## src/rtl/fe_event_decoder_pkg.sv

```systemverilog
// fe_event_decoder_pkg: front-end FIFO entry layout, command/event encodings and entry decode helper
package fe_event_decoder_pkg;

    typedef enum logic [1:0] {
        CMD_DATA = 2'd0,
        CMD_TIME = 2'd1,
        CMD_STAT = 2'd2,
        CMD_RSVD = 2'd3
    } fe_cmd_e;

    typedef enum logic [1:0] {
        EVT_DATA = 2'd0,
        EVT_TIME = 2'd1,
        EVT_STAT = 2'd2
    } evt_type_e;

    localparam int ENTRY_W     = 18;
    localparam int CMD_LSB     = 0;
    localparam int CMD_LEN     = 2;
    localparam int SDELTA_LSB  = 2;
    localparam int SDELTA_LEN  = 3;
    localparam int DATA_LSB    = 5;
    localparam int DATA_LEN    = 8;
    localparam int STATUS_LSB  = 13;
    localparam int STATUS_LEN  = 5;
    localparam int TDELTA_LSB  = 2;
    localparam int TDELTA_LEN  = 16;

    typedef struct packed {
        fe_cmd_e                 cmd;
        logic [TDELTA_LEN-1:0]   delta;
        logic [DATA_LEN-1:0]     data;
        logic [STATUS_LEN-1:0]   status;
    } fe_entry_t;

    // Reserved entries decode with zero delta so they never move the time base
    function automatic fe_entry_t decode_entry(input logic [ENTRY_W-1:0] e);
        fe_entry_t r;
        r.cmd    = fe_cmd_e'(e[CMD_LSB +: CMD_LEN]);
        r.delta  = (r.cmd == CMD_TIME) ? e[TDELTA_LSB +: TDELTA_LEN] :
                   (r.cmd == CMD_RSVD) ? '0 : TDELTA_LEN'(e[SDELTA_LSB +: SDELTA_LEN]);
        r.data   = (r.cmd == CMD_DATA) ? e[DATA_LSB +: DATA_LEN] : '0;
        r.status = (r.cmd == CMD_TIME) ? '0 : e[STATUS_LSB +: STATUS_LEN];
        return r;
    endfunction

    function automatic evt_type_e to_evt_type(input fe_cmd_e cmd);
        return (cmd == CMD_TIME) ? EVT_TIME : (cmd == CMD_STAT) ? EVT_STAT : EVT_DATA;
    endfunction

endpackage

```

## src/rtl/fe_event_decoder.sv

```systemverilog
// fe_event_decoder: pops front-end FIFO entries, rebuilds absolute time and emits event records
module fe_event_decoder
    import fe_event_decoder_pkg::*;
#(
    parameter int pABS_TIME_WIDTH = 32,
    parameter int pCOUNT_WIDTH    = 24
) (
    input  logic                       cwusb_clk,
    input  logic                       reset_n,
    input  logic                       I_enable,
    input  logic                       I_clear,
    input  logic                       I_emit_time,
    input  logic [ENTRY_W-1:0]         I_fifo_dout,
    input  logic                       I_fifo_empty,
    output logic                       O_fifo_rd,
    output logic                       O_evt_valid,
    input  logic                       I_evt_ready,
    output logic [1:0]                 O_evt_type,
    output logic [DATA_LEN-1:0]        O_evt_data,
    output logic [STATUS_LEN-1:0]      O_evt_status,
    output logic [pABS_TIME_WIDTH-1:0] O_evt_time,
    output logic [pCOUNT_WIDTH-1:0]    O_evt_count,
    output logic                       O_decode_error,
    output logic [pCOUNT_WIDTH-1:0]    O_err_count
);

    logic [pABS_TIME_WIDTH-1:0] abs_time_q, abs_time_d;
    logic                       evt_valid_q, evt_valid_d;
    evt_type_e                  evt_type_q, evt_type_d;
    logic [DATA_LEN-1:0]        evt_data_q, evt_data_d;
    logic [STATUS_LEN-1:0]      evt_status_q, evt_status_d;
    logic [pABS_TIME_WIDTH-1:0] evt_time_q, evt_time_d;
    logic [pCOUNT_WIDTH-1:0]    evt_count_q, evt_count_d;
    logic                       decode_error_q, decode_error_d;
    logic [pCOUNT_WIDTH-1:0]    err_count_q, err_count_d;

    fe_entry_t                  ent;
    logic                       pop, rsvd, emit;
    logic [pABS_TIME_WIDTH-1:0] time_next;

    // Reset gates the pop so an asserted reset never consumes a FIFO entry
    always_comb begin
        ent       = decode_entry(I_fifo_dout);
        pop       = reset_n & I_enable & ~I_fifo_empty & ~I_clear & (~evt_valid_q | I_evt_ready);
        rsvd      = ent.cmd == CMD_RSVD;
        emit      = pop & ~rsvd & ((ent.cmd != CMD_TIME) | I_emit_time);
        time_next = abs_time_q + pABS_TIME_WIDTH'(ent.delta);
        abs_time_d     = abs_time_q;
        evt_valid_d    = evt_valid_q;
        evt_type_d     = evt_type_q;
        evt_data_d     = evt_data_q;
        evt_status_d   = evt_status_q;
        evt_time_d     = evt_time_q;
        evt_count_d    = evt_count_q;
        decode_error_d = decode_error_q;
        err_count_d    = err_count_q;
        if (I_clear) begin
            abs_time_d     = '0;
            evt_valid_d    = 1'b0;
            evt_type_d     = EVT_DATA;
            evt_data_d     = '0;
            evt_status_d   = '0;
            evt_time_d     = '0;
            evt_count_d    = '0;
            decode_error_d = 1'b0;
            err_count_d    = '0;
        end else begin
            abs_time_d  = (pop & ~rsvd) ? time_next : abs_time_q;
            evt_valid_d = pop ? emit : evt_valid_q & ~I_evt_ready;
            if (emit) begin
                evt_type_d   = to_evt_type(ent.cmd);
                evt_data_d   = ent.data;
                evt_status_d = ent.status;
                evt_time_d   = time_next;
                evt_count_d  = (&evt_count_q) ? evt_count_q : evt_count_q + pCOUNT_WIDTH'(1);
            end
            if (pop & rsvd) begin
                decode_error_d = 1'b1;
                err_count_d    = (&err_count_q) ? err_count_q : err_count_q + pCOUNT_WIDTH'(1);
            end
        end
    end

    always_ff @(posedge cwusb_clk or negedge reset_n) begin
        if (!reset_n) begin
            abs_time_q     <= '0;
            evt_valid_q    <= 1'b0;
            evt_type_q     <= EVT_DATA;
            evt_data_q     <= '0;
            evt_status_q   <= '0;
            evt_time_q     <= '0;
            evt_count_q    <= '0;
            decode_error_q <= 1'b0;
            err_count_q    <= '0;
        end else begin
            abs_time_q     <= abs_time_d;
            evt_valid_q    <= evt_valid_d;
            evt_type_q     <= evt_type_d;
            evt_data_q     <= evt_data_d;
            evt_status_q   <= evt_status_d;
            evt_time_q     <= evt_time_d;
            evt_count_q    <= evt_count_d;
            decode_error_q <= decode_error_d;
            err_count_q    <= err_count_d;
        end
    end

    assign O_fifo_rd      = pop;
    assign O_evt_valid    = evt_valid_q;
    assign O_evt_type     = evt_type_q;
    assign O_evt_data     = evt_data_q;
    assign O_evt_status   = evt_status_q;
    assign O_evt_time     = evt_time_q;
    assign O_evt_count    = evt_count_q;
    assign O_decode_error = decode_error_q;
    assign O_err_count    = err_count_q;

endmodule
```

## config.mk

```make
export PLATFORM = sky130hd
export DESIGN_NAME = fe_event_decoder
export DESIGN_NICKNAME = d
export VERILOG_FILES = /design/src/rtl/fe_event_decoder_pkg.sv /design/src/rtl/fe_event_decoder.sv
export SDC_FILE = /design/constraint.sdc
export NUM_CORES = 1
export LEC_CHECK = 0
export CAP_MARGIN = 20
export CORE_ASPECT_RATIO = 0.6
export CORE_MARGIN = 8
export CORE_UTILIZATION = 49
export CTS_CLUSTER_DIAMETER = 60
export CTS_CLUSTER_SIZE = 30
export DETAILED_ROUTE_END_ITERATION = 10
export PLACE_DENSITY_LB_ADDON = 0.08
export REMOVE_ABC_BUFFERS = 1
export SYNTH_ARGS = -nofsm -noshare
export SYNTH_HDL_FRONTEND = slang
export SYNTH_SLANG_ARGS = --single-unit
```

## constraint.sdc

```tcl
create_clock -name cwusb_clk -period 2.4 [get_ports cwusb_clk]
set_input_delay 0.72 -clock cwusb_clk [delete_from_list [all_inputs] [get_ports cwusb_clk]]
set_output_delay 0.72 -clock cwusb_clk [all_outputs]
set_load 0.02 [all_outputs]
```

# Word-level counts from Yosys, hierarchy flattened
# Cells that the tools add are included.
word_totals:
  output_inout_bits: 98
  mem_count: 0
  ram_bits: 0
  latchBits: 0
  reg_bits: 129
  mem_bits_ro: 0
  word_cells: 67
  in_bits: 25
classes:
  mux: 26
  addsub: 3
  eq_ne: 6
  n_reduce_logical: 8
  shifts: 0
  n_mul: 0
  bitwise: 15
  n_div: 0
  order_cmp: 0
ops:
  columns: ["op", "count"]
  rows:
  - ["$mux W24", 6]
  - ["$mux W32", 4]
  - ["$add A24 B1 Y24 const B", 2]
  - ["$reduce_and A24 Y1", 2]
  - ["$add A32 B16 Y32", 1]
  - ["$mux W8", 3]
  - ["$mux W16", 1]
  - ["$mux W5", 3]
  - ["$and A1 B1 Y1", 8]
  - ["$mux W2", 4]
  - ["$reduce_bool A2 Y1", 3]
  - ["$not A1 Y1", 5]
  - ["$eq A2 B2 Y1 const B", 2]
  - ["$mux W1", 4]
  - ["$ne A2 B2 Y1 const B", 2]
  - ["$reduce_and A2 Y1", 2]
  - ["$mux W3", 1]
  - ["$eq A2 B1 Y1 const B", 1]
  - ["$logic_not A2 Y1", 1]
  - ["$ne A2 B1 Y1 const B", 1]
  - ["$or A1 B1 Y1", 2]

# Logic depth before layout (Yosys ltp)
# Gate-level depths: netlist of run 1.
depth:
  depth_word: 8
  ltp_mapped: 14
  ltp_nobuf: 10

# Least setup slack after synthesis of run 1
# Ideal clock, no wire load.
synth_path:
  path_kind: "input -> register"
  start: "input port I_fifo_dout[0]"
  end: "register abs_time_q[27]"
  arrival_ns: 3.022
  setup_ns: 0.136
  t_required_ns: 2.264
  path_buffers: 4
  cell_stages: 14
  slack_ns: -0.758
  path_cell_list: "inv_1 > nor2_1 > clkbuf_1 > and2_1 > ha_1 > buf_4 > a21o_1 > a31o_1 > a221oi_2 > and3_1 > buf_6 > buf_6 > or3_1 > a21oi_1"
synth_between:
  elab_chain_cells: 6
  elab_cells_between_ends: 10
  classes_between: "add/sub: 1; eq/ne: 2; mux: 4; bitwise: 2; reduce/logical: 1"
synth_lines:
  columns: ["item", "line_no", "text"]
  rows:
  - ["start: declaration", "fe_event_decoder.sv:13", "input logic [ENTRY_W-1:0] I_fifo_dout,"]
  - ["$eq A2 B2 Y1", "fe_event_decoder_pkg.sv:41, fe_event_decoder.sv:45", null]
  - ["$mux W3", "fe_event_decoder_pkg.sv:41", "(r.cmd == CMD_RSVD) ? '0 : TDELTA_LEN'(e[SDELTA_LSB +: SDELTA_LEN]);"]
  - ["$mux W16", "fe_event_decoder_pkg.sv:40", "r.delta = (r.cmd == CMD_TIME) ? e[TDELTA_LSB +: TDELTA_LEN] :"]
  - ["$add A32 B16 Y32", "fe_event_decoder.sv:47", "time_next = abs_time_q + pABS_TIME_WIDTH'(ent.delta);"]
  - ["$mux W32", "fe_event_decoder.sv:68", "abs_time_d = (pop & ~rsvd) ? time_next : abs_time_q;"]
  - ["$mux W32", "fe_event_decoder.sv:57", "if (I_clear) begin"]
  - ["end signal: assignment", "fe_event_decoder.sv:96", "abs_time_q <= abs_time_d;"]
  - ["end: declaration", "fe_event_decoder.sv:27", "logic [pABS_TIME_WIDTH-1:0] abs_time_q, abs_time_d;"]
# Parallel ways exist; a longest one is shown, timed or not. The select of a mux whose other input is x is not followed.
# A chain may end at the register's enable or synchronous reset.

# Worst setup path after layout of run 1
layout_path:
  start: "input port I_fifo_dout[1]"
  end: "register evt_time_q[14] (netlist: O_evt_time[14])"
layout_between:
  elab_chain_cells: 6
  elab_cells_between_ends: 13
  classes_between: "add/sub: 1; eq/ne: 3; mux: 4; bitwise: 4; reduce/logical: 1"
layout_lines:
  columns: ["item", "line_no", "text"]
  rows:
  - ["$eq A2 B2 Y1", "fe_event_decoder_pkg.sv:41, fe_event_decoder.sv:45", null]
  - ["$mux W3", "fe_event_decoder_pkg.sv:41", null]
  - ["$mux W16", "fe_event_decoder_pkg.sv:40", null]
  - ["$add A32 B16 Y32", "fe_event_decoder.sv:47", null]
  - ["$mux W32", "fe_event_decoder.sv:70", "if (emit) begin"]
  - ["$mux W32", "fe_event_decoder.sv:57", null]
  - ["end signal: assignment", "fe_event_decoder.sv:101", "evt_time_q <= evt_time_d;"]
  - ["end: declaration", "fe_event_decoder.sv:32", "logic [pABS_TIME_WIDTH-1:0] evt_time_q, evt_time_d;"]
# Parallel ways exist; a longest one is shown, timed or not. The select of a mux whose other input is x is not followed.

==> results of run 1 <==
where the power goes:
group	internal, mW	switching, mW	leakage, nW
sequential	2.19	0.0117	1.80
clock	1.58	1.08	0.277
combinational	0.190	0.268	2.56
timing repair:
action	CTS	global route
setup endpoints to repair	66	61
setup buffers	22	10
pin swaps	73	48
cloned	1	0
gates resized for setup	172	79
flip-flops by register name, summed over array words and instances (netlist names):
name / cells
O_evt_time: 32
abs_time_q: 32
O_err_count: 24
O_evt_count: 24
O_evt_data: 8
O_evt_status: 5
O_evt_type: 2
O_decode_error: 1
O_evt_valid: 1
per-stage QoR:
step / instance area [um^2] / power (mW) / cells
2_1_floorplan: 7183 / 2.353 / 757
3_3_place_gp: 9573 / 2.604 / 1193
3_5_place_dp: 9573 / 2.610 / 1193
4_1_cts: 10920 / 5.263 / 1246
5_1_grt: 11380 / 5.422 / 1255
6_report: 11380 / 5.309 / 1255
routing by layer:
layer,GRT usage [%],wire length (um),vias to the layer above
met4,7.762,522,0
met2,38.32,11910,396
li1,-,-,3429
met1,36.34,11870,3804
met5,0,0,-
met3,7.075,2289,55
kinds of logic (layout without fill, tap and decap cells):
kind of cell	after synthesis	after routing	share of synthesized area, %
and+or+nand+nor	346	346	24.42
buffers and inverters	59	310	3.612
muxes	8	8	1.181
adders and majority gates	19	19	3.308
xor gates and xnor gates	56	56	6.616
DFF	129	129	43.54
AOI/OAI and AO/OA	189	189	17.32
worst max path at each step:
stage / startpoint / end / slack (ns) / depth (start not counted)
after CTS: I_fifo_dout[1] / O_evt_time[12] / -0.26 / 11
after global routing: I_fifo_dout[1] / O_evt_time[14] / -0.38 / 13
after global placement: I_fifo_dout[1] / O_evt_time[24] / -1.42 / 12
after detailed placement: I_fifo_dout[1] / O_evt_time[26] / -1.52 / 12
final: I_fifo_dout[1] / O_evt_time[14] / -0.32 / 13
after floorplan: I_fifo_dout[0] / O_evt_time[26] / -0.97 / 10
synth_stat cells (all sizes together), types with 4 or more instances:
master | instances | area, um^2
dfrtp | 129 | 3228
o31ai | 10 | 75.07
nand2 | 76 | 285.3
and4 | 8 | 70.07
nand3b | 4 | 30.03
nor2b | 7 | 43.79
and3 | 20 | 135.1
nand3 | 39 | 200.2
nor2 | 67 | 251.5
xor2 | 21 | 183.9
or3 | 13 | 81.33
a31oi | 8 | 50.05
mux2 | 6 | 67.56
a311oi | 4 | 35.03
ha | 18 | 225.2
or4 | 8 | 60.06
nor3 | 27 | 135.1
clkbuf | 35 | 131.4
and2 | 28 | 175.2
o2111ai | 10 | 105.1
xnor2 | 35 | 306.5
nor4 | 14 | 87.58
a21o | 9 | 67.56
a211oi | 5 | 37.54
o211ai | 7 | 52.55
a22o | 15 | 131.4
buf | 13 | 86.33
inv | 9 | 33.78
o21a | 5 | 37.54
o21ai | 44 | 220.2
nand4 | 19 | 118.9
a21oi | 47 | 235.2
worst min-delay path, delay by kind of cell, from the launching register on:
family	cells	cell delay (ns)
DFF	1	0.34
and+or+nand+nor	2	0.11
area by class of cell:
class | count | area (um^2)
Inverter | 10 | 42.54
Clock inverter | 13 | 151.4
Sequential cell | 129 | 3228
Clock buffer | 19 | 442.9
Multi-Input combinational cell | 618 | 4836
Fill cell | 966 | 3253
Tap cell | 198 | 247.7
Timing Repair Buffer | 268 | 2432
==> run metrics, run 1 <==
final net count=about 1.1k; cell leakage power=about 4.6 nW; total half-perimeter wirelength after legalization and detailed placement=between 15000 and 20000 um; reg-to-reg setup timing slack=-0.16 ns; count of nets left with antenna violations after detail routing=0; slew at the pin with the worst max-slew slack=0.6813 ns; crit path DAT=3.02 ns; Synth Warn #=0; DRC violation count after routing=0; combined area of all synthesized cells=7413 um^2; DR vias/cell=approximately 6.1; failing checks=negative setup slack; largest net degree at the start of global routing=130; leading cell type in the layout, fill and taps excluded=dfrtp_1; number of cells produced by synthesis=~800; Diodes inserted=0; number of buffers added to fix hold violations after cts=0; Cell variety after synth=just over 70; Mean Syn Cell Area=between 9 and 10 um^2; depth of the worst register-to-register path=10; setup TNS after final layout=-10.58 ns; GR Overflow Total=0; Critical Path End Type=flip-flop; total count of max-transition violations in the final report=0; clock-pin slew on the worst setup and hold paths=~0.060 ns; fin crit share=113.3%; Top FF cell, synth=dfrtp_1; slack of the critical path=-0.3202 ns; clock root cell=clkbuf_16; Buf/Inv on CP=4; slowest library cell on the worst path=fa_2; critical path peak fanout=5; overall die area=19450 um^2; capture point of the worst reg-to-reg path=O_evt_time[14]; setup-violating endpoint count in the final report=52; weighted congestion reported at the end of routability-driven placement=~0.9; number of global-route vias before repair=approximately 7.4k; Fmax achieved=around 370 MHz; antenna violations before repair=0; count of max-cap constraint violations=0; critical path startpoint category=primary input; wire length of the first global-routing pass=40880 um; RSZ-0062 raised after global routing=true; capture endpoint of the worst hold path=O_evt_time[23]; clock period minus final worst setup slack=about 2.7 ns; ordered cell list for the critical path=buf_8, nand2_4, buf_6, and2_4, fa_2, a21o_4, a221oi_4, buf_4, nor3_2, nor3b_2, buf_4, xor2_4, o21ai_1; Min-Delay Startpoint=O_evt_time[23]; number of enable flip-flop cells after synthesis=0; worst-case headroom to the max-slew limit=a little over half; cell type with the highest occurrence count on the critical path=buf_4; category of cells accounting for the largest share of critical-path delay=compound AO/OA/AOI/OAI gates; required time reported for the critical path endpoint=2.70 ns; Initial Util=between 50% and 60%; VDD IR-drop max=between 0.5 and 0.6 mV; final core utilization=77.77%; drt total wl=~27000 um; WL per Instance=roughly 21 um; clock sink count=about 130; Crit Path Class=in2reg; count of state elements after synthesis=roughly 130; clk_skew=just under 0.01 ns; overall via count from detail_route=approximately 7.7k; delay contributed by the slowest stage of the critical path=between 0.3 and 0.4 ns; number of buffers inserted during clock tree synthesis=17; top library cells by usage in the layout, fill and taps aside=dfrtp_1, buf_4, clkdlybuf4s50_1; number of DRC violations after detailed-routing iteration 0=937; clock insertion delay at the later pin of the skew report=between 0.4 and 0.5 ns; number of input and output port buffers inserted=between 100 and 150; standard-cell row count=34; TritonCTS clock tree=done; number of top-level pins=about 120; Hold Violations, Final=0; 1st-pass router iterations=5; final hold slack=roughly 0.48 ns; instance count along the most critical hold path=2; share of post-route cells with drive strength above 1=a little under a third; RR Startpoint=abs_time_q[0]; Tot GR Track Use=between 20 and 30%; worst setup timing slack at the placement stage=-1.524 ns; Post-synth ARST share=between 90% and 100%; status=finished with violations; Area Growth Syn to Fin=53.52%; Die W=about 170 um; power per cell area=around 470 nW/um^2; H-tree levels=4; min-delay worst type=reg2reg; maximum number of buffers from clock root to sink=2; die outline height=111.3 um; sequential element share of the synthesized area=between 40 and 50%; area of the core=between 10000 and 15000 um^2
Note: power is estimated with default switching activity, not from simulation.
==> inputs of run 2 (changes only) <==
--- a/config.mk
+++ b/config.mk
@@ -12,6 +12,8 @@
 export CTS_CLUSTER_DIAMETER = 60
 export CTS_CLUSTER_SIZE = 30
 export DETAILED_ROUTE_END_ITERATION = 10
+export GPL_TIMING_DRIVEN = 0
+export HOLD_SLACK_MARGIN = 0.1
 export PLACE_DENSITY_LB_ADDON = 0.08
 export REMOVE_ABC_BUFFERS = 1
 export SYNTH_ARGS = -nofsm -noshare
==> run metrics, run 2 (same netlist as run 1, synthesis figures left out) <==
count of max-cap constraint violations=0 (unchanged); standard-cell row count=34 (unchanged); largest net degree at the start of global routing=44 (-66%); RSZ-0062 raised after global routing=true; clk_skew=0.01206 ns (+0.002304 ns); clock-pin slew on the worst setup and hold paths=0.06 ns (about the same); leading cell type in the layout, fill and taps excluded=dfrtp_1; weighted congestion reported at the end of routability-driven placement=0.8746 (-3.0%); Cell Count, Final, Fillers Out=1214 (-3.3%); WL per Instance=24.22 um (+14%); crit path DAT=3.12 ns (+0.10 ns); fin crit share=115.8% (+2.5 points); status=finished with violations; H-tree levels=4 (unchanged); Crit Path Class=in2reg; Fmax achieved=359.8 MHz (-2.1%); min-delay worst type=in2async; share of post-route cells with drive strength above 1=29.53% (-1.6 points); Diodes inserted=0 (unchanged); clock sink count=129 (unchanged); GR Overflow Total=0 (unchanged); clock period minus final worst setup slack=2.780 ns (+0.05937 ns); ordered cell list for the critical path=buf_12, inv_8, nor2_4, buf_4, buf_6, and2_4, ha_4, buf_6, nand2_1, o21a_1, a21oi_2, a21oi_4, or4_1, a21oi_2; slack of the critical path=-0.3796 ns (-0.05937 ns); critical path peak fanout=5 (unchanged); area of the core=14630 um^2 (unchanged); total half-perimeter wirelength after legalization and detailed placement=15240 um (-12%); critical path startpoint category=primary input; TritonCTS clock tree=done; wire length of the first global-routing pass=42950 um (+5.0%); Initial Util=50.66% (unchanged); cell leakage power=4.653 nW (+0.35%); power per cell area=462.3 nW/um^2 (-0.90%); slowest library cell on the worst path=or4_1; number of buffers added to fix hold violations after cts=0 (unchanged); slew at the pin with the worst max-slew slack=0.6571 ns (-0.02421 ns); number of global-route vias before repair=7565 (+2.0%); clock insertion delay at the later pin of the skew report=0.42 ns (about the same); failing checks=negative setup slack; DRC violation count after routing=0 (unchanged); number of input and output port buffers inserted=122 (unchanged); number of DRC violations after detailed-routing iteration 0=1015 (+8.3%); VDD IR-drop max=0.4485 mV (-17%); final core utilization=79.15% (+1.4 points); required time reported for the critical path endpoint=2.74 ns (+0.04 ns); count of nets left with antenna violations after detail routing=0 (unchanged); top library cells by usage in the layout, fill and taps aside=dfrtp_1, clkdlybuf4s50_1, nand2_1; post-route standard cell area excluding fillers=11580 um^2 (+1.8%); overall die area=19450 um^2 (unchanged); number of filler instances in the final layout=862 (-11%); DR vias/cell=6.504 (+6.2%); 1st-pass router iterations=6 (+1); total count of max-transition violations in the final report=0 (unchanged); antenna violations before repair=0 (unchanged); die outline height=111.3 um (unchanged); final net count=1048 (-3.7%); number of placed instances, taps included=1086 (-9.0%); drt total wl=29400 um (+11%); Area Growth Syn to Fin=56.24%; Hold Violations, Final=0 (unchanged); Final Power=5.354 mW (+0.85%); setup-violating endpoint count in the final report=50 (-3.8%); overall via count from detail_route=7896 (+2.8%); clock root cell=clkbuf_16; delay contributed by the slowest stage of the critical path=0.51 ns (+0.13 ns); worst-case headroom to the max-slew limit=55.86% (+1.3 points); Cell Area, Placed=8815 um^2 (-7.9%); Critical Path End Type=flip-flop; number of buffers inserted during clock tree synthesis=17 (unchanged); number of top-level pins=123 (unchanged); Tot GR Track Use=27.60% (+1.7 points); Die W=174.8 um (unchanged); maximum number of buffers from clock root to sink=2 (unchanged)
[run 2: cell types whose count changed in the layout (fill, tap and decap cells not counted), sizes merged]
cell           change
clkbuf             +2
clkdlybuf4s50      -1
nand2              +1
buf               -54
dlymetal6s2s       +1
clkinvlp           -1
and3               +3
o211a              +1
clkinv             +2
bufbuf             +8
inv                -3
[run 2: final cells by class]
type	instances	area (um^2)	share of cell area [%]
clock buffers	20	456.7	3.943
flip-flops and latches	129	3229	27.88
multi-input cells	623	5055	43.64
clock inverters	11	131.4	1.134
inverters	10	51.30	0.4429
repair buffers	223	2411	20.82
well taps	198	247.7	2.139
[run 2: power breakdown]
part | internal [mW] | leakage [nW] | total [mW] | switching (mW)
clock | 1.59 | 0.279 | 2.63 | 1.04
combinational | 0.237 | 2.58 | 0.528 | 0.291
sequential | 2.19 | 1.80 | 2.20 | 0.0120
total | 4.01 | 4.65 | 5.35 | 1.34
[run 2: worst paths after layout]
path	start	endpoint	slack, ns	depth (start not counted)
worst max-delay path	I_fifo_dout[0]	abs_time_q[30]	-0.38	14
worst min-delay path	reset_n	O_evt_time[21]	0.11	1
worst max register to register	abs_time_q[16]	abs_time_q[28]	-0.24	6
worst min register to register	O_decode_error	O_decode_error	0.48	1
max in group asynchronous	reset_n	O_decode_error	1.73	2
min in group cwusb_clk	O_decode_error	O_decode_error	0.48	1
[run 2: timing repair]
| action | in CTS | in global routing |
|---|---|---|
| pin swaps | 70 | 63 |
| setup endpoints to repair | 127 | 96 |
| gates cloned | 13 | 1 |
| buffers inserted | 57 | 28 |
| endpoints found under the hold margin | 0 | 0 |
| resized for setup | 217 | 83 |
[run 2: metal layers]
layer / track usage, % / up-vias / part of all wire [%]
li1: - / 3370 / -
met1: 38.20 / 3905 / 41
met2: 41.87 / 513 / 45
met3: 6.259 / 108 / 11
met4: 9.280 / 0 / 3.4
met5: 0 / - / 0
[run 2: through the flow]
step	setup slack, ns	hold WS (ns)	TNS (ns)
2_1_floorplan	-0.9726	0.4244	-49.25
3_3_place_gp	-7.924	0.4715	-1432.85
3_5_place_dp	-2.205	0.4695	-174.88
4_1_cts	-0.2347	0.1232	-5.499
5_1_grt	-0.4080	0.1052	-15.71
6_report	-0.3796	0.1135	-13.07
[run 2: worst max-delay path, delay by kind of cell]
family                     cells  cell delay, ns
adders and majority gates      1            0.27
buffers and inverters          5            0.53
and+or+nand+nor                4            0.77
AOI/OAI and AO/OA              4            0.81
==> inputs of run 3 (changes only) <==
--- a/config.mk
+++ b/config.mk
@@ -7,7 +7,6 @@
 export LEC_CHECK = 0
 export CAP_MARGIN = 20
 export CORE_ASPECT_RATIO = 0.6
-export CORE_MARGIN = 8
 export CORE_UTILIZATION = 49
 export CTS_CLUSTER_DIAMETER = 60
 export CTS_CLUSTER_SIZE = 30
@@ -16,6 +15,7 @@
 export HOLD_SLACK_MARGIN = 0.1
 export PLACE_DENSITY_LB_ADDON = 0.08
 export REMOVE_ABC_BUFFERS = 1
+export SKIP_LAST_GASP = 1
 export SYNTH_ARGS = -nofsm -noshare
 export SYNTH_HDL_FRONTEND = slang
 export SYNTH_SLANG_ARGS = --single-unit
==> run metrics, run 3 (same netlist as run 1, synthesis figures left out) <==
status=finished with violations; failing checks=negative setup slack; antenna violations before repair=0 (unchanged); TritonCTS clock tree=done; cell type with the highest occurrence count on the critical path=buf_12; VDD IR-drop max=0.6156 mV (+37%); 1st-pass router iterations=5 (-1); number of global-route vias before repair=7273 (-3.9%); number of buffers inserted during clock tree synthesis=17 (unchanged); largest net degree at the start of global routing=42 (-4.5%); worst setup timing slack at the placement stage=-2.237 ns (-0.03214 ns); area of the core=14630 um^2 (unchanged); GR peak layer=met1; Crit Path Class=in2reg; clock insertion delay at the later pin of the skew report=0.42 ns (about the same); setup TNS after final layout=-13.23 ns (-0.1576 ns); routing usage on met2=48.78% (+6.9 points); critical path startpoint category=primary input; overall die area=15640 um^2 (-20%); RSZ-0062 raised after global routing=true; worst-case headroom to the max-slew limit=30.17% (-26 points); number of top-level pins=123 (unchanged); wire length of the first global-routing pass=40330 um (-6.1%); top library cells by usage in the layout, fill and taps aside=dfrtp_1, clkdlybuf4s50_1, nand2_1; leading cell type in the layout, fill and taps excluded=dfrtp_1; fraction of met3 tracks used by global routing=7.213% (+0.95 points); crit path DAT=3.10 ns (-0.02 ns); clk_skew=0.01232 ns (+0.0002678 ns); clock root cell=clkbuf_16; delay contributed by the slowest stage of the critical path=0.38 ns (-0.13 ns); clock sink count=129 (unchanged); DRC violation count after routing=0 (unchanged); maximum number of buffers from clock root to sink=2 (unchanged); Area Growth Syn to Fin=52.20%; final net count=1033 (-1.4%); drt total wl=26660 um (-9.3%); clock period minus final worst setup slack=2.807 ns (+0.02703 ns); Fmax achieved=356.3 MHz (-0.96%); die outline height=97.28 um (-13%); total half-perimeter wirelength after legalization and detailed placement=14290 um (-6.2%); min-delay worst type=in2async; total count of max-transition violations in the final report=0 (unchanged); power per cell area=479.9 nW/um^2 (+3.8%); weighted congestion reported at the end of routability-driven placement=0.9257 (+5.8%); Cell Count, Final, Fillers Out=1200 (-1.2%); ordered cell list for the critical path=buf_12, inv_8, nor2_4, buf_6, buf_12, and2_4, ha_4, and3_4, nand3b_1, buf_4, a21oi_4, nor3_4, a221o_1; Tot GR Track Use=33.11% (+5.5 points); WL per Instance=22.22 um (-8.3%); fin crit share=116.9% (+1.1 points); overall via count from detail_route=7670 (-2.9%); count of nets left with antenna violations after detail routing=0 (unchanged); number of placed instances, taps included=1086 (unchanged); cell leakage power=4.573 nW (-1.7%); standard-cell row count=34 (unchanged); Initial Util=50.66% (unchanged); Die W=160.8 um (-8.0%); required time reported for the critical path endpoint=2.70 ns (-0.04 ns); Critical Path End Type=flip-flop; H-tree levels=4 (unchanged); slack of the critical path=-0.4066 ns (-0.02703 ns); clock-pin slew on the worst setup and hold paths=0.06 ns (about the same); setup-violating endpoint count in the final report=50 (unchanged); DR vias/cell=6.392 (-1.7%); Diodes inserted=0 (unchanged); Hold Violations, Final=0 (unchanged); number of DRC violations after detailed-routing iteration 0=972 (-4.2%); met1 capacity usage during global routing=49.16% (+11 points); slew at the pin with the worst max-slew slack=1.039 ns (+0.3817 ns); slowest library cell on the worst path=a21oi_4; GR Overflow Total=0 (unchanged); Final Power=5.415 mW (+1.1%); number of buffers added to fix hold violations after cts=0 (unchanged); share of post-route cells with drive strength above 1=26.35% (-3.2 points); number of input and output port buffers inserted=122 (unchanged); critical path peak fanout=8 (+3); count of max-cap constraint violations=0 (unchanged)
[run 3: metrics by stage]
| step | instance area (um^2) | hold slack (ns) | utilization [%] |
|---|---|---|---|
| after floorplan | 7183 | 0.4244 | - |
| after global placement | 8652 | 0.4703 | 59.12 |
| after detailed placement | 8811 | 0.4693 | 60.21 |
| after CTS | 10870 | 0.1220 | 74.27 |
| after global routing | 11280 | 0.1218 | 77.10 |
| final | 11280 | 0.1222 | 77.10 |
[run 3: what timing repair did]
item,CTS,global route
pin swaps,80,52
endpoints found under the setup margin,128,87
resized for setup,190,66
cloned,11,0
setup buffers,55,16
[run 3: cell type report]
| class | count | area (um^2) |
|---|---|---|
| sequential | 129 | 3229 |
| tap | 198 | 247.7 |
| fill | 954 | 3351 |
| clock inverter | 13 | 161.4 |
| timing repair buffer | 210 | 2292 |
| clock buffer | 19 | 442.9 |
| inverter | 10 | 51.30 |
| multi-input combinational | 621 | 4858 |
[run 3: final timing paths]
kind                                     start             end  slack (ns)  cells past startpoint
worst max register to register  abs_time_q[16]  abs_time_q[28]       -0.30                      6
worst min-delay path                   reset_n  abs_time_q[22]        0.12                      1
max in group asynchronous              reset_n  O_evt_time[13]        1.72                      2
worst max-delay path            I_fifo_dout[0]  O_evt_time[24]       -0.41                     13
worst min register to register  O_evt_time[17]  O_evt_time[17]        0.49                      2
min in group cwusb_clk          O_evt_time[17]  O_evt_time[17]        0.49                      2
[run 3: worst max-delay path: cells and delay by family]
kind | cells | cell delay [ns]
fa+ha+maj | 1 | 0.30
compound gates | 2 | 0.72
buf+inv | 5 | 0.65
simple gates | 5 | 0.71
[run 3: power breakdown]
group	internal, mW	switching [mW]	total, mW
clock	1.66	1.03	2.70
sequential	2.19	0.0118	2.20
combinational	0.238	0.281	0.519
total	4.09	1.33	5.41
[run 3: per-layer routing]
| metal | routed length (um) | up-vias |
|---|---|---|
| met5 | 0 | - |
| met4 | 697 | 0 |
| met3 | 2718 | 86 |
| met2 | 11760 | 478 |
| li1 | - | 3331 |
| met1 | 11490 | 3775 |
